--- config.mk ---
export PLATFORM = sky130hd
export DESIGN_NAME = video_timing_fixup
export DESIGN_NICKNAME = d
export VERILOG_FILES = /design/src/rtl/video_timing_fixup.sv
export SDC_FILE = /design/constraint.sdc
export NUM_CORES = 1
export LEC_CHECK = 0
export ABC_AREA = 1
export ABC_CLOCK_PERIOD_IN_PS = 3200
export CAP_MARGIN = 20
export CORE_MARGIN = 1
export CORE_UTILIZATION = 45
export CTS_CLUSTER_SIZE = 16
export DETAILED_ROUTE_END_ITERATION = 10
export PLACE_DENSITY = 0.67
export SKIP_CTS_REPAIR_TIMING = 1
export SYNTH_ARGS = -nofsm -noshare
export SYNTH_HDL_FRONTEND = slang
export SYNTH_SLANG_ARGS = --single-unit
--- constraint.sdc ---
create_clock -name clk_sys -period 3.2 [get_ports clk_sys]
set_input_delay 0.48 -clock clk_sys [delete_from_list [all_inputs] [get_ports clk_sys]]
set_output_delay 0.48 -clock clk_sys [all_outputs]
set_load 0.01 [all_outputs]
--- src/rtl/video_timing_fixup.sv ---
// video_timing_fixup: line-aligns vsync, measures line length for lock,
// derives hblank/vblank/de from window offsets and blanks RGB outside the
// active window. Optional scanline darkening is enabled by defining the
// macro SCANLINES_EN; without it the scanlines input is ignored.
module video_timing_fixup #(
  parameter int unsigned CNT_W        = 11,
  parameter int unsigned HS_TO_ACTIVE = 96,
  parameter int unsigned H_ACTIVE     = 640,
  parameter int unsigned VS_TO_ACTIVE = 35,
  parameter int unsigned V_ACTIVE     = 480
) (
  input  logic       clk_sys,
  input  logic       reset,
  input  logic       ce_pix,
  input  logic [1:0] scanlines,
  input  logic       hs_in,
  input  logic       vs_in,
  input  logic [4:0] r_in,
  input  logic [4:0] g_in,
  input  logic [4:0] b_in,
  output logic       hs_out,
  output logic       vs_out,
  output logic       hblank,
  output logic       vblank,
  output logic       de,
  output logic [4:0] r_out,
  output logic [4:0] g_out,
  output logic [4:0] b_out,
  output logic       locked
);

  localparam int unsigned CW1 = CNT_W + 1;
  localparam logic [CNT_W-1:0] CNT_MAX = '1;
  localparam logic [CNT_W:0] H_BEG = CW1'(HS_TO_ACTIVE);
  localparam logic [CNT_W:0] H_END = CW1'(HS_TO_ACTIVE + H_ACTIVE);
  localparam logic [CNT_W:0] V_BEG = CW1'(VS_TO_ACTIVE);
  localparam logic [CNT_W:0] V_END = CW1'(VS_TO_ACTIVE + V_ACTIVE);

  typedef enum logic [1:0] {ST_SEARCH, ST_MEASURE, ST_LOCKED} state_t;

  state_t           r_state;
  logic             r_hs_prev;
  logic [CNT_W-1:0] r_hcnt;
  logic [CNT_W-1:0] r_vcnt;
  logic [CNT_W:0]   r_line_len;
  logic             r_vs_prev;
  logic             r_vs_line;
  logic             r_s1_hs;
  logic             r_s1_vs;
  logic             r_s1_hblank;
  logic             r_s1_vblank;
  logic [4:0]       r_s1_r;
  logic [4:0]       r_s1_g;
  logic [4:0]       r_s1_b;

  logic             w_ls;
  logic             w_ovf;
  logic             w_vs_lead;
  logic             w_vs_line_nxt;
  logic [CNT_W-1:0] w_hcnt_nxt;
  logic [CNT_W-1:0] w_vcnt_nxt;
  logic [CNT_W:0]   w_len_nxt;
  logic [CNT_W:0]   w_len_diff;
  logic             w_hblank_nxt;
  logic             w_vblank_nxt;
  logic             w_de_nxt;
  logic [4:0]       w_r_nxt;
  logic [4:0]       w_g_nxt;
  logic [4:0]       w_b_nxt;

  // Line start, saturation overflow and next counter / sync values
  assign w_ls          = ce_pix & r_hs_prev & ~hs_in;
  assign w_ovf         = ce_pix & ~w_ls & (r_hcnt == CNT_MAX);
  assign w_vs_lead     = w_ls & r_vs_line & ~r_vs_prev;
  assign w_vs_line_nxt = w_ls ? r_vs_prev : r_vs_line;
  assign w_hcnt_nxt    = w_ls ? '0 :
                         ((r_hcnt == CNT_MAX) ? r_hcnt : r_hcnt + CNT_W'(1));
  assign w_vcnt_nxt    = !w_ls ? r_vcnt :
                         (w_vs_lead ? '0 :
                         ((r_vcnt == CNT_MAX) ? r_vcnt : r_vcnt + CNT_W'(1)));
  assign w_len_nxt     = CW1'(r_hcnt) + CW1'(1);
  assign w_len_diff    = (w_len_nxt >= r_line_len) ? (w_len_nxt - r_line_len)
                                                   : (r_line_len - w_len_nxt);
  assign w_hblank_nxt  = !((CW1'(w_hcnt_nxt) >= H_BEG) && (CW1'(w_hcnt_nxt) < H_END));
  assign w_vblank_nxt  = !((CW1'(w_vcnt_nxt) >= V_BEG) && (CW1'(w_vcnt_nxt) < V_END));

`ifdef SCANLINES_EN
  logic r_sl;
  logic r_s1_sl;
  logic w_sl_nxt;

  // Scanline parity: toggles per line, restarts at the vsync leading edge
  assign w_sl_nxt = !w_ls ? r_sl : (w_vs_lead ? 1'b0 : ~r_sl);

  function automatic logic [4:0] f_dim(input logic [4:0] x, input logic [1:0] m);
    case (m)
      2'b01:   f_dim = (x >> 1) + (x >> 2);
      2'b10:   f_dim = x >> 1;
      2'b11:   f_dim = x >> 2;
      default: f_dim = x;
    endcase
  endfunction

  // Scanline flag register
  always_ff @(posedge clk_sys) begin
    if (reset) begin
      r_sl <= 1'b0;
    end else if (ce_pix) begin
      r_sl <= w_sl_nxt;
    end
  end
`else
  logic w_unused_scanlines;
  assign w_unused_scanlines = ^scanlines;
`endif

  // Counters, line length and line-aligned vsync
  always_ff @(posedge clk_sys) begin
    if (reset) begin
      r_hs_prev  <= 1'b0;
      r_hcnt     <= '0;
      r_vcnt     <= '0;
      r_line_len <= '0;
      r_vs_prev  <= 1'b1;
      r_vs_line  <= 1'b1;
    end else if (ce_pix) begin
      r_hs_prev <= hs_in;
      r_hcnt    <= w_hcnt_nxt;
      r_vcnt    <= w_vcnt_nxt;
      if (w_ls) begin
        r_line_len <= w_len_nxt;
        r_vs_prev  <= vs_in;
        r_vs_line  <= r_vs_prev;
      end
    end
  end

  // Lock FSM: evaluated at line start, overflow forces a new search at once
  always_ff @(posedge clk_sys) begin
    if (reset) begin
      r_state <= ST_SEARCH;
    end else if (w_ovf) begin
      r_state <= ST_SEARCH;
    end else if (w_ls) begin
      case (r_state)
        ST_SEARCH:  r_state <= ST_MEASURE;
        ST_MEASURE: if (w_len_nxt == r_line_len) r_state <= ST_LOCKED;
        ST_LOCKED:  if (w_len_diff > CW1'(2)) r_state <= ST_SEARCH;
        default:    r_state <= ST_SEARCH;
      endcase
    end
  end

  // Final enable and blanked / dimmed pixel data
  always_comb begin
    w_de_nxt = ~r_s1_hblank & ~r_s1_vblank & (r_state == ST_LOCKED);
    w_r_nxt  = '0;
    w_g_nxt  = '0;
    w_b_nxt  = '0;
    if (w_de_nxt) begin
      w_r_nxt = r_s1_r;
      w_g_nxt = r_s1_g;
      w_b_nxt = r_s1_b;
`ifdef SCANLINES_EN
      if (r_s1_sl && (scanlines != 2'b00)) begin
        w_r_nxt = f_dim(r_s1_r, scanlines);
        w_g_nxt = f_dim(r_s1_g, scanlines);
        w_b_nxt = f_dim(r_s1_b, scanlines);
      end
`endif
    end
  end

  // Two-stage output pipeline: stage 1 pairs pixel with its flags, stage 2 drives pins
  always_ff @(posedge clk_sys) begin
    if (reset) begin
      r_s1_hs     <= 1'b1;
      r_s1_vs     <= 1'b1;
      r_s1_hblank <= 1'b1;
      r_s1_vblank <= 1'b1;
      r_s1_r      <= '0;
      r_s1_g      <= '0;
      r_s1_b      <= '0;
`ifdef SCANLINES_EN
      r_s1_sl     <= 1'b0;
`endif
      hs_out      <= 1'b1;
      vs_out      <= 1'b1;
      hblank      <= 1'b1;
      vblank      <= 1'b1;
      de          <= 1'b0;
      r_out       <= '0;
      g_out       <= '0;
      b_out       <= '0;
      locked      <= 1'b0;
    end else if (ce_pix) begin
      r_s1_hs     <= hs_in;
      r_s1_vs     <= w_vs_line_nxt;
      r_s1_hblank <= w_hblank_nxt;
      r_s1_vblank <= w_vblank_nxt;
      r_s1_r      <= r_in;
      r_s1_g      <= g_in;
      r_s1_b      <= b_in;
`ifdef SCANLINES_EN
      r_s1_sl     <= w_sl_nxt;
`endif
      hs_out      <= r_s1_hs;
      vs_out      <= r_s1_vs;
      hblank      <= r_s1_hblank;
      vblank      <= r_s1_vblank;
      de          <= w_de_nxt;
      r_out       <= w_r_nxt;
      g_out       <= w_g_nxt;
      b_out       <= w_b_nxt;
      locked      <= (r_state == ST_LOCKED);
    end
  end

endmodule
Word level (Yosys, flattened, before mapping)
Cells that the tools add are included.

Register bits after elaboration: 78. Input bits: 22. Output and inout bits: 21. Word-level logic and storage cells: 74.

Add/sub/neg operators: 5. Order comparisons: 6. Equal/unequal tests: 7. Multiplexer cells: 13. Bitwise operators: 13. Reductions and logical operators: 8.

Operator list (number): 2-to-1 mux 11 bit (5); subtractor 12 bit (2); adder 11 x 1 -> 11 bit, second input constant (2); == test 11 bit, second input constant (2); less-than comparator 11 x 10 -> 1 bit, second input constant (2); 2-to-1 mux 5 bit (3); adder 11 x 1 -> 12 bit, second input constant (1); == test 12 bit (1); >= comparator 12 bit (1); > comparator 12 x 2 -> 1 bit, second input constant (1); 2-to-1 mux 12 bit (1); >= comparator 11 x 6 -> 1 bit, second input constant (1); >= comparator 11 x 7 -> 1 bit, second input constant (1); bitwise AND 1 bit (8); case mux 2 bit (3 select lines) (1); inverter 1 bit (5); 2-to-1 mux 2 bit (2); inequality test 2 bit, second input constant (2); AND reduction 3 bit (1); == test 2 x 1 -> 1 bit, second input constant (1); == test 2 bit, second input constant (1); logical AND 1 bit (2); logical NOT 1 bit (2); logical NOT 2 bit (1); 3 further kinds (3).

Logic depth before layout (Yosys ltp)
Gate-level depths: netlist of run 1.

Depth in word-level cells: 9. Mapped depth: 27. Gate-level depth less buffers: 26.

Worst setup path after synthesis of run 1
No wires, ideal clock.

Path kind: reg2reg. Start: reg r_hcnt[0]. End: reg r_state[0]. Setup time: 115 ps. Arrival: 3223 ps. Required time: 3085 ps. Path slack: -138 ps. Cell stages (with the launch flop): 27. Buffers on the path: 1. Cell sequence: dfxtp_1 -> ha_1 -> nand2_1 -> nor3_1 -> nand3_1 -> nor2_1 -> inv_1 -> nand2_1 -> inv_1 -> ha_1 -> nand2_1 -> inv_1 -> a21oi_1 -> nand2_1 -> inv_1 -> nand3_4 -> buf_12 -> nand2_2 -> nand2_1 -> nand2_1 -> nand2_1 -> nor2_1 -> nand2_1 -> nor2_2 -> nand3_2 -> a21oi_1 -> nor2_1.

Cells in the longest elaborated chain, start to end: 6. Elaborated cells between the ends (all ways): 13. Classes of those cells: add/sub: 3; order compare: 2; eq/ne: 4; mux: 1; bitwise: 1; reduce/logical: 2.

RTL lines: from (decl) (RTL line 43) `logic [CNT_W-1:0] r_hcnt;`; from (signal assigned) (RTL line 128) `r_hcnt <= w_hcnt_nxt;`; adder 11 x 1 -> 12 bit * (RTL line 81) `assign w_len_nxt = CW1'(r_hcnt) + CW1'(1);`; net w_len_nxt[10] (RTL line 62) `logic [CNT_W:0] w_len_nxt;`; subtractor 12 bit, or another cell as far along (RTL line 83) `: (r_line_len - w_len_nxt);`; 2-to-1 mux 12 bit (RTL line 82) `assign w_len_diff = (w_len_nxt >= r_line_len) ? (w_len_nxt - r_line_len)`; > comparator 12 x 2 -> 1 bit (RTL line 148) `ST_LOCKED: if (w_len_diff > CW1'(2)) r_state <= ST_SEARCH;`; inequality test 2 bit (no source line); AND reduction 3 bit (no source line) *; to (signal assigned) (RTL line 147) `ST_MEASURE: if (w_len_nxt == r_line_len) r_state <= ST_LOCKED;`; to (signal assigned) (RTL line 148); to (signal assigned) (RTL line 149) `default: r_state <= ST_SEARCH;`; to (decl) (RTL line 41) `state_t r_state;`.

Mark *: on every way through the listed nets, which the timed path passes. The rest lies on a longest branch. A chain may end at the register's enable or synchronous reset.

Final worst setup path of run 1
Start: reg r_hcnt[2]. End: reg r_state[0].

Same word-level chain as after synthesis.

==> flow_metrics.py, run 1 <==
metrics = {
    "status": {
        "run_status": "finished, violations left",
        "violations_in_the_final_reports": "negative setup slack",
    },
    "detailed_routing": {
        "route.antenna.remaining_nets": 0,
        "count_of_vias_placed_by_the_detailed_router": 4688,
        "firstDrtPassIters": 7,
        "drc_errors": 0,
        "route.detailed.wl_per_inst_um": 12.9,
        "postRouteWirelength_um": 11900,
        "routed_via_density": 5.09,
        "drt_first_iter_violations": 216,
    },
    "layout": {
        "area.sequential_um2": 1570,
        "final_area_um2": 6060,
        "nNetsFinal": 831,
        "antenna_cells": 0,
        "fill_cells": 891,
        "post_route_cells_drive_above_1_share_pct": 18.5,
        "area_growth_syn_to_layout_pct": 30.4,
        "multi_input_comb_area_um2": 2840,
    },
    "clock_tree": {
        "cts_inserted_buffers": 9,
        "total_clock_sinks": 78,
        "clk-insertion-delay-late_ps": 360,
        "cts-root-to-sink-buffers": 2,
        "clock_tree.htree_level_count": 3,
        "cts.clk_slew.worst_paths_ps": 90,
        "clock-root-buffer": "clkbuf_8",
        "cts_tree": "yes",
    },
    "worst_setup_path": {
        "startpoint": "r_hcnt[2]$_SDFFE_PP0P_",
        "start_kind": "flop",
        "slowest_stage_cell_on_the_critical_path": "dfxtp_4",
        "critical_path_peak_fanout": 7,
        "r2r-end": "r_state[0]$_SDFFE_PP0P_",
        "cp.arrival_ps": 3660,
        "critical_path.top_delay_family": "simple AND/OR/NAND/NOR gates",
        "cpMostUsedCell": "nand2_1",
        "max_stage_delay_ps": 380,
        "r2r.worst_path.cells": 25,
        "cp-end-kind": "flop",
        "criticalPathCategory": "flop to flop",
        "worstSetupPathDepth": 25,
        "r2r_start": "r_hcnt[2]$_SDFFE_PP0P_",
        "worst_endpoint_required_time_ps": 3500,
        "critical_path_buf_inv_count": 4,
        "worst_setup_path_endpoint": "r_state[0]$_SDFFE_PP0P_",
        "regToRegSetupSlack_ps": -160,
    },
    "synth": {
        "synth-edff-count": 0,
        "syn_nets": 740,
        "synth_area_leaders": "dfxtp_1 34%, nand2_1 12%, inv_1 7.3%",
        "synth_sequential_area_ratio_pct": 33.6,
        "synth.ff_latch_count": 78,
        "post_synth_inst_count": 692,
        "synth.avg_cell_area_um2": 6.72,
        "dominantRegCellSynth": "dfxtp_1",
        "asyncSetResetFlopFracSynth_pct": 0,
        "post_synth_instance_area_um2": 4650,
        "synth_largest_area_cell": "dfxtp_1",
        "yosys_warnings": 0,
        "synth_top_area_share_pct": 33.6,
        "synth_cell_type_count": 44,
    },
    "pwr": {
        "sw_frac_of_total_pct": 32.2,
        "clock_power_share_pct": 30.4,
        "total_leakage_power_uw": 0.00272,
        "internal_power_uw": 1700,
        "power-per-cell-area_nw_per_um2": 414,
        "power.share.combinational_pct": 28.7,
        "power.switching_uw": 808,
        "power.share.sequential_pct": 41.0,
        "ir_worst_vdd_mv": 0.252,
    },
    "place": {
        "place_hpwl_um": 8180,
        "place.gp.congestion": 0.844,
        "port_buffers": 40,
        "placement.setup.worst_slack_ps": -310,
        "place_area_um2": 5470,
    },
    "global_route": {
        "gr-usage-all-layers_pct": 21.8,
        "grt_max_degree": 52,
        "grt_remaining_overflow": 0,
        "antenna_violations_before_repair": 0,
        "vias_in_the_first_global_route": 4429,
        "grt_first_pass_wirelength_um": 19500,
    },
    "timing": {
        "hold_viol": 0,
        "fmax_mhz": 297,
        "setup_repair_after_global_routing_missed_its_margin": "yes",
        "final-setup-viol-count": 2,
        "final_min_period_over_clock_period_pct": 105,
        "finalClockSkew_ps": 18.8,
        "clock_period_minus_final_worst_setup_slack_ps": 3360,
        "timing.final.ws_setup_ps": -163,
        "slew_headroom_pct": 62.0,
        "measured_slew_at_the_worst_slew_check_pin_ps": 566,
        "final_max_slew_violation_count": 0,
    },
    "job": {
        "drv.max_cap_violation_count": 0,
    },
    "floorplanning": {
        "initial_core_util_pct": 46.9,
        "design.portCount": 43,
        "die_x_um": 104,
        "rows": 36,
        "fp.dieArea_um2": 10700,
        "placeableCoreArea_um2": 9910,
        "fp.dieH_um": 104,
    },
    "min_path": {
        "worstHoldPathType": "flop to flop",
    },
}
-- power by group through the flow --
| stage | clock network, uW | registers, uW | logic [uW] |
|---|---|---|---|
| 2_1_floorplan | 0 | 1050 | 425 |
| 3_3_place_gp | 0 | 1050 | 582 |
| 3_5_place_dp | 0 | 1050 | 595 |
| 4_1_cts | 785 | 1030 | 598 |
| 5_1_grt | 820 | 1030 | 796 |
| 6_report | 763 | 1030 | 719 |
-- stage by stage --
step                power [uW]  setup TNS [ps]  hold WS [ps]  utilization (%)  std cells
floorplan                 1470               0           442                -        692
global placement          1630            -375           451             55.2        886
detailed placement        1640            -614           455             55.2        886
CTS                       2410            -656           469             57.3        902
global route              2650            -829           491             61.2        921
finish                    2510            -304           469             61.2        921
-- worst min path at each step --
| stage | startpoint | endpoint | slack (ps) | cells after the start |
|---|---|---|---|---|
| after floorplan | r_line_len[11]$_SDFFE_PP0P_ | r_line_len[11]$_SDFFE_PP0P_ | 440 | 2 |
| after global placement | r_s1_hs$_SDFFE_PP1P_ | hs_out$_SDFFE_PP1P_ | 450 | 2 |
| after detailed placement | b_out[3]$_SDFFE_PP0P_ | b_out[3]$_SDFFE_PP0P_ | 450 | 2 |
| after CTS | b_out[3]$_SDFFE_PP0P_ | b_out[3]$_SDFFE_PP0P_ | 470 | 2 |
| after global routing | b_out[0]$_SDFFE_PP0P_ | b_out[0]$_SDFFE_PP0P_ | 490 | 2 |
| final | r_out[4]$_SDFFE_PP0P_ | r_out[4]$_SDFFE_PP0P_ | 470 | 2 |
-- flip-flops by register name, summed over array words and instances, names as in the netlist, 2 cells and up --
name and flops:
b_out 5, r_vcnt 11, r_state 2, r_line_len 12, g_out 5, r_hcnt 11
r_out 5, r_s1_r 5, r_s1_g 5, r_s1_b 5
-- worst register-to-register path, cell delays in order (launching register included) --
cell	delay, ps
dfxtp_4	380
nand2_1	60
nor2_2	140
nand2_1	100
nor2_1	90
nand3_1	110
nor2_1	170
xor2_1	220
inv_1	110
ha_4	300
nand2_4	60
nor2_4	200
buf_6	140
nand3_4	120
inv_2	100
nor2_4	60
buf_6	120
nor2_2	80
nand2_1	70
nand3b_1	90
nand3_1	90
nor2_2	140
nand3_4	120
nand3_2	90
nand2_1	50
nor2_1	100
-- logic make-up after synthesis --
| kind of cell | share of synthesized area [%] |
|---|---|
| AO/OA/AOI/OAI | 14.3 |
| AND/OR/NAND/NOR | 31.9 |
| buffers and inverters | 10.6 |
| adder cells (fa/ha/maj) | 7.32 |
| XOR/XNOR | 2.26 |
| flip-flops | 33.6 |
-- cells in the mapped netlist (all sizes together) (2+ instances only) --
cell type  number
fa              2
o31ai           2
xor2           11
buf             8
a221oi          2
o21ai          48
a211oi          2
nand3b          3
a21oi          57
nand3          51
nor3            6
nand2         156
nor2           89
dfxtp          78
clkinv          3
ha             24
nand4          19
inv            95
a31oi           2
o21bai          2
or2             4
clkbuf         19
o211ai          3
-- final cells by class --
cell class | count | area share (%)
Clock buffer | 10 | 2.27
Clock inverter | 6 | 1.11
Inverter | 98 | 6.07
Multi-Input combinational cell | 490 | 46.8
Sequential cell | 78 | 25.9
Tap cell | 133 | 2.75
Timing Repair Buffer | 106 | 15.1
-- routing by layer --
metal / GRT usage, % / vias up / wire (um)
li1: - / 2412 / -
met1: 26.6 / 2162 / 5260
met2: 38.2 / 91 / 5880
met3: 3.52 / 23 / 457
met4: 8.49 / 0 / 296
met5: 0 / - / 0
-- cell usage in the layout (no fill, tap or decap), types with 19 or more instances in the layout --
cell	n
nand2_1	139
inv_1	88
nor2_1	79
dfxtp_1	75
buf_4	61
a21oi_1	52
o21ai_0	44
nand3_1	41
clkdlybuf4s50_1	40
ha_1	19
Power figures use the tool's default switching activity.
==> run 2, diff against run 1 <==
--- a/config.mk
+++ b/config.mk
@@ -6,13 +6,13 @@
 export NUM_CORES = 1
 export LEC_CHECK = 0
 export ABC_AREA = 1
-export ABC_CLOCK_PERIOD_IN_PS = 3200
+export ABC_CLOCK_PERIOD_IN_PS = 3400
 export CAP_MARGIN = 20
 export CORE_MARGIN = 1
 export CORE_UTILIZATION = 45
 export CTS_CLUSTER_SIZE = 16
 export DETAILED_ROUTE_END_ITERATION = 10
-export PLACE_DENSITY = 0.67
+export GPL_TIMING_DRIVEN = 0
 export SKIP_CTS_REPAIR_TIMING = 1
 export SYNTH_ARGS = -nofsm -noshare
 export SYNTH_HDL_FRONTEND = slang
==> constraint.sdc (replaced) <==
create_clock -name clk_sys -period 3.4 [get_ports clk_sys]
set_input_delay 0.51 -clock clk_sys [delete_from_list [all_inputs] [get_ports clk_sys]]
set_output_delay 0.51 -clock clk_sys [all_outputs]
set_load 0.01 [all_outputs]
==> flow_metrics.py, run 2 (synthesized netlist as in run 1, its figures left out) <==
metrics = {
    "detailed_routing": {
        "route.detailed.wl_per_inst_um": 14.2,
        "routed_via_density": 5.13,
        "top_signal_layer_used": "met4",
        "drt_first_iter_violations": 210,
        "met2RoutedLength_um": 6200,
        "firstDrtPassIters": 4,
        "drc_errors": 0,
        "route.antenna.remaining_nets": 0,
        "count_of_vias_placed_by_the_detailed_router": 4634,
        "drt-met1-wl_um": 5680,
        "dr_wl_met3_um": 495,
        "postRouteWirelength_um": 12800,
    },
    "worst_setup_path": {
        "cp.arrival_ps": 3760,
        "slowest_stage_cell_on_the_critical_path": "dfxtp_4",
        "max_stage_delay_ps": 390,
        "worst_setup_path_endpoint": "r_state[1]$_SDFFE_PP0P_",
        "criticalPathCategory": "flop to flop",
        "startpoint": "r_hcnt[0]$_SDFFE_PP0P_",
        "r2r_start": "r_hcnt[0]$_SDFFE_PP0P_",
        "critical_path_peak_fanout": 5,
        "cp-end-kind": "flop",
        "r2r-end": "r_state[1]$_SDFFE_PP0P_",
        "start_kind": "flop",
        "worst_endpoint_required_time_ps": 3690,
        "regToRegSetupSlack_ps": -80,
        "cpMostUsedCell": "nand2_4",
        "r2r.worst_path.cells": 26,
    },
    "floorplanning": {
        "design.portCount": 43,
        "die_x_um": 104,
        "fp.dieArea_um2": 10700,
        "initial_core_util_pct": 46.9,
        "fp.dieH_um": 104,
        "rows": 36,
        "placeableCoreArea_um2": 9910,
    },
    "clock_tree": {
        "total_clock_sinks": 78,
        "clock-root-buffer": "clkbuf_8",
        "clk-insertion-delay-late_ps": 350,
        "cts_tree": "yes",
        "cts_inserted_buffers": 9,
        "cts.clk_slew.worst_paths_ps": 80,
        "clock_tree.htree_level_count": 3,
        "cts-root-to-sink-buffers": 2,
    },
    "timing": {
        "final_max_slew_violation_count": 0,
        "final-setup-viol-count": 2,
        "clock_period_minus_final_worst_setup_slack_ps": 3480,
        "final_min_period_over_clock_period_pct": 102,
        "finalHoldWorstSlack_ps": 466,
        "timing.final.ws_setup_ps": -75.4,
        "hold_viol": 0,
        "slew_headroom_pct": 48.4,
        "measured_slew_at_the_worst_slew_check_pin_ps": 771,
        "fmax_mhz": 288,
        "setup_repair_after_global_routing_missed_its_margin": "yes",
        "finalClockSkew_ps": 9.75,
        "setup-tns-final_ps": -149,
    },
    "pwr": {
        "internal_power_uw": 1640,
        "clock_power_share_pct": 32.3,
        "total_leakage_power_uw": 0.00259,
        "ir_worst_vdd_mv": 0.251,
        "power.switching_uw": 759,
        "report.power.total_uw": 2400,
        "sw_frac_of_total_pct": 31.7,
        "power.share.combinational_pct": 27.3,
        "power-per-cell-area_nw_per_um2": 402,
        "power.share.sequential_pct": 40.4,
    },
    "min_path": {
        "worstHoldPathType": "flop to flop",
    },
    "global_route": {
        "grt_max_degree": 14,
        "vias_in_the_first_global_route": 4322,
        "gr-usage-all-layers_pct": 23.0,
        "grt_remaining_overflow": 0,
        "grt_first_pass_wirelength_um": 20100,
        "antenna_violations_before_repair": 0,
    },
    "layout": {
        "fill_cells": 928,
        "final_cells": 903,
        "largest_registers": "r_line_len x12, r_hcnt x11, r_vcnt x11",
        "post_route_cells_drive_above_1_share_pct": 16.8,
        "top_register": "r_line_len",
        "nNetsFinal": 813,
        "final_area_um2": 5960,
        "area.sequential_um2": 1570,
        "multi_input_comb_area_um2": 2920,
        "layout.cells.most_common_list": "133 x nand2_1, 85 x inv_1, 75 x nor2_1, 74 x dfxtp_1, 52 x a21oi_1",
        "area_growth_syn_to_layout_pct": 28.3,
        "antenna_cells": 0,
        "layout.cells.most_common": "nand2_1",
        "largest_register_ff_count": 12,
    },
    "status": {
        "violations_in_the_final_reports": "negative setup slack",
        "run_status": "finished, violations left",
    },
    "place": {
        "place.detailed.instances": 863,
        "place_hpwl_um": 9230,
        "place_area_um2": 5190,
        "place.gp.congestion": 0.854,
        "port_buffers": 38,
    },
    "job": {
        "drv.max_cap_violation_count": 0,
    },
}
==> run 2: cell types whose count changed in the layout (fill, tap and decap cells not counted), moves of 4 or more <==
cell,previous run,this run
buf_1,0,4
buf_4,61,23
buf_6,5,1
clkbuf_1,0,19
nand2_1,139,133
nand3_1,41,36
nand3_2,5,10
nor2_1,79,75
nor2_4,5,9
==> run 2: layout make-up <==
cell class | count | share of cell area (%)
repair buffers | 62 | 9.76
clock buffers | 10 | 2.31
plain buffers | 27 | 2.08
clock inverters | 6 | 1.43
well taps | 133 | 2.79
multi-input cells | 489 | 49.0
inverters | 98 | 6.25
flip-flops and latches | 78 | 26.4
==> run 2: routing by layer <==
layer / vias to the layer above / global-route usage (%)
met1: 2123 / 28.4
met5: - / 0
met3: 33 / 3.21
met2: 105 / 38.5
li1: 2373 / -
met4: 0 / 12.8
==> run 2: critical path, delay by kind of cell, from the launching register on <==
| family | cells | cell delay (ps) |
|---|---|---|
| AND/OR/NAND/NOR | 17 | 1740 |
| AO/OA/AOI/OAI | 2 | 510 |
| flip-flops | 1 | 390 |
| buffers and inverters | 5 | 400 |
| adder cells (fa/ha/maj) | 2 | 370 |
==> run 2: power groups by stage <==
stage | Clock [uW] | Combinational, uW | Sequential, uW
2_1_floorplan | 0 | 400 | 984
3_3_place_gp | 0 | 526 | 986
3_5_place_dp | 0 | 533 | 987
4_1_cts | 794 | 535 | 966
5_1_grt | 828 | 727 | 974
6_report | 774 | 654 | 970
==> run 2: stage by stage <==
step / util [%] / setup slack (ps)
after CTS: 54.7 / -795
after global placement: 52.4 / -629
after floorplan: - / 62.0
after detailed placement: 52.4 / -774
final: 60.2 / -75.4
after global routing: 60.2 / -290
==> run 2: worst min path at each step <==
stage	from	to	slack, ps	depth (start not counted)
after floorplan	r_line_len[11]$_SDFFE_PP0P_	r_line_len[11]$_SDFFE_PP0P_	440	2
after global placement	vblank$_SDFFE_PP1P_	vblank$_SDFFE_PP1P_	450	2
after detailed placement	hs_out$_SDFFE_PP1P_	hs_out$_SDFFE_PP1P_	450	2
after CTS	g_out[3]$_SDFFE_PP0P_	g_out[3]$_SDFFE_PP0P_	470	2
after global routing	b_out[3]$_SDFFE_PP0P_	b_out[3]$_SDFFE_PP0P_	490	2
final	g_out[3]$_SDFFE_PP0P_	g_out[3]$_SDFFE_PP0P_	470	2
==> run 3, diff against run 2 <==
--- a/config.mk
+++ b/config.mk
@@ -13,6 +13,7 @@
 export CTS_CLUSTER_SIZE = 16
 export DETAILED_ROUTE_END_ITERATION = 10
 export GPL_TIMING_DRIVEN = 0
+export MAX_ROUTING_LAYER = met4
 export SKIP_CTS_REPAIR_TIMING = 1
 export SYNTH_ARGS = -nofsm -noshare
 export SYNTH_HDL_FRONTEND = slang
==> flow_metrics.py, run 3 (synthesized netlist as in run 1, its figures left out) <==
metrics = {
    "clock_tree": {
        "cts_inserted_buffers": 9,
        "cts_tree": "yes",
        "cts-root-to-sink-buffers": 2,
        "clk-insertion-delay-late_ps": 350,
        "cts.clk_slew.worst_paths_ps": 80,
        "total_clock_sinks": 78,
        "clock_tree.htree_level_count": 3,
        "clock-root-buffer": "clkbuf_8",
    },
    "global_route": {
        "grt_remaining_overflow": 0,
        "grt_max_degree": 13,
        "gr-usage-all-layers_pct": 24.0,
        "grt_first_pass_wirelength_um": 20300,
        "vias_in_the_first_global_route": 4380,
        "antenna_violations_before_repair": 0,
    },
    "worst_setup_path": {
        "critical_path_peak_fanout": 5,
        "cp-end-kind": "flop",
        "r2r_start": "r_hcnt[1]$_SDFFE_PP0P_",
        "critical_path.top_delay_family": "simple AND/OR/NAND/NOR gates",
        "critical_path_buf_inv_count": 5,
        "startpoint": "r_hcnt[1]$_SDFFE_PP0P_",
        "max_stage_delay_ps": 380,
        "regToRegSetupSlack_ps": -40,
        "cp.arrival_ps": 3690,
        "worstSetupPathDepth": 25,
        "start_kind": "flop",
        "worst_endpoint_required_time_ps": 3650,
        "criticalPathCategory": "flop to flop",
        "slowest_stage_cell_on_the_critical_path": "dfxtp_4",
        "r2r.worst_path.cells": 25,
        "cpMostUsedCell": "nand2_4",
        "worst_setup_path_endpoint": "r_state[0]$_SDFFE_PP0P_",
        "r2r-end": "r_state[0]$_SDFFE_PP0P_",
    },
    "layout": {
        "largest_registers": "r_line_len x12, r_hcnt x11, r_vcnt x11",
        "layout.cells.most_common": "nand2_1",
        "area_growth_syn_to_layout_pct": 26.4,
        "top_register": "r_line_len",
        "postLayoutCoreUtil_pct": 59.3,
        "layout.cells.most_common_list": "134 x nand2_1, 84 x inv_1, 76 x nor2_1, 75 x dfxtp_1, 51 x a21oi_1",
        "post_route_cells_drive_above_1_share_pct": 15.1,
        "final_area_um2": 5870,
        "largest_register_ff_count": 12,
        "fill_cells": 931,
        "antenna_cells": 0,
        "nNetsFinal": 805,
    },
    "pwr": {
        "ir_worst_vdd_mv": 0.241,
        "power-per-cell-area_nw_per_um2": 398,
        "total_leakage_power_uw": 0.00256,
    },
    "min_path": {
        "worstHoldPathType": "flop to flop",
    },
    "floorplanning": {
        "rows": 36,
        "die_x_um": 104,
        "initial_core_util_pct": 46.9,
        "fp.dieH_um": 104,
        "design.portCount": 43,
        "placeableCoreArea_um2": 9910,
        "fp.dieArea_um2": 10700,
    },
    "timing": {
        "timing.final.ws_setup_ps": -41.7,
        "setup-tns-final_ps": -61.6,
        "final_max_slew_violation_count": 0,
        "final-setup-viol-count": 2,
        "fmax_mhz": 291,
        "finalClockSkew_ps": 10.6,
        "hold_viol": 0,
        "clock_period_minus_final_worst_setup_slack_ps": 3440,
        "final_min_period_over_clock_period_pct": 101,
        "finalHoldWorstSlack_ps": 470,
        "measured_slew_at_the_worst_slew_check_pin_ps": 763,
        "setup_repair_after_global_routing_missed_its_margin": "yes",
        "slew_headroom_pct": 48.9,
    },
    "place": {
        "place_area_um2": 5190,
        "place.gp.congestion": 0.867,
        "port_buffers": 38,
        "place_hpwl_um": 9350,
    },
    "status": {
        "run_status": "finished, violations left",
        "violations_in_the_final_reports": "negative setup slack",
    },
    "detailed_routing": {
        "routed_via_density": 5.14,
        "route.detailed.wl_per_inst_um": 14.1,
        "drt_first_iter_violations": 252,
        "drc_errors": 0,
        "postRouteWirelength_um": 12600,
        "count_of_vias_placed_by_the_detailed_router": 4604,
        "route.antenna.remaining_nets": 0,
        "firstDrtPassIters": 5,
    },
    "job": {
        "drv.max_cap_violation_count": 0,
    },
}
[run 3: worst reg2reg max path, delay by kind of cell (launching register included)]
family	cells	cell delay [ps]
buffers and inverters	5	400
AOI/OAI and AO/OA	3	650
adders and majority gates	2	370
DFF	1	380
and+or+nand+nor	15	1560
[run 3: through the flow]
step	power, uW	std cells	worst slack, ps
2_1_floorplan	1380	692	62.0
3_3_place_gp	1510	863	-634
3_5_place_dp	1520	863	-774
4_1_cts	2230	879	-791
5_1_grt	2470	895	-294
6_report	2340	895	-41.7
[run 3: area by class of cell]
| type | count | area [um2] | share of cell area [%] |
|---|---|---|---|
| Sequential cell | 78 | 1570 | 26.8 |
| Inverter | 98 | 370 | 6.30 |
| Tap cell | 133 | 166 | 2.83 |
| Clock inverter | 4 | 45.0 | 0.767 |
| Multi-Input combinational cell | 489 | 2910 | 49.5 |
| Buffer | 27 | 124 | 2.11 |
| Timing Repair Buffer | 54 | 534 | 9.09 |
| Clock buffer | 12 | 155 | 2.64 |
[run 3: worst min path at each step]
stage	slack [ps]	cells past startpoint	start	endpoint
floorplan	440	2	r_line_len[11]$_SDFFE_PP0P_	r_line_len[11]$_SDFFE_PP0P_
global placement	450	2	vblank$_SDFFE_PP1P_	vblank$_SDFFE_PP1P_
detailed placement	450	2	vs_out$_SDFFE_PP1P_	vs_out$_SDFFE_PP1P_
CTS	470	2	vs_out$_SDFFE_PP1P_	vs_out$_SDFFE_PP1P_
global route	500	2	vs_out$_SDFFE_PP1P_	vs_out$_SDFFE_PP1P_
finish	470	2	vs_out$_SDFFE_PP1P_	vs_out$_SDFFE_PP1P_
[run 3: routing by layer]
layer / GRT usage, % / vias to the layer above / wire (um)
met4: 10.9 / 0 / 300
li1: - / 2358 / -
met2: 40.0 / 82 / 6220
met5: - / - / 0
met1: 28.8 / 2146 / 5760
met3: 3.34 / 18 / 306
[run 3: power breakdown]
| part | switching (uW) | internal (uW) | leakage, uW |
|---|---|---|---|
| combinational | 390 | 268 | 0.00182 |
| clock | 330 | 376 | 0.000106 |
| sequential | 25.5 | 945 | 0.000639 |
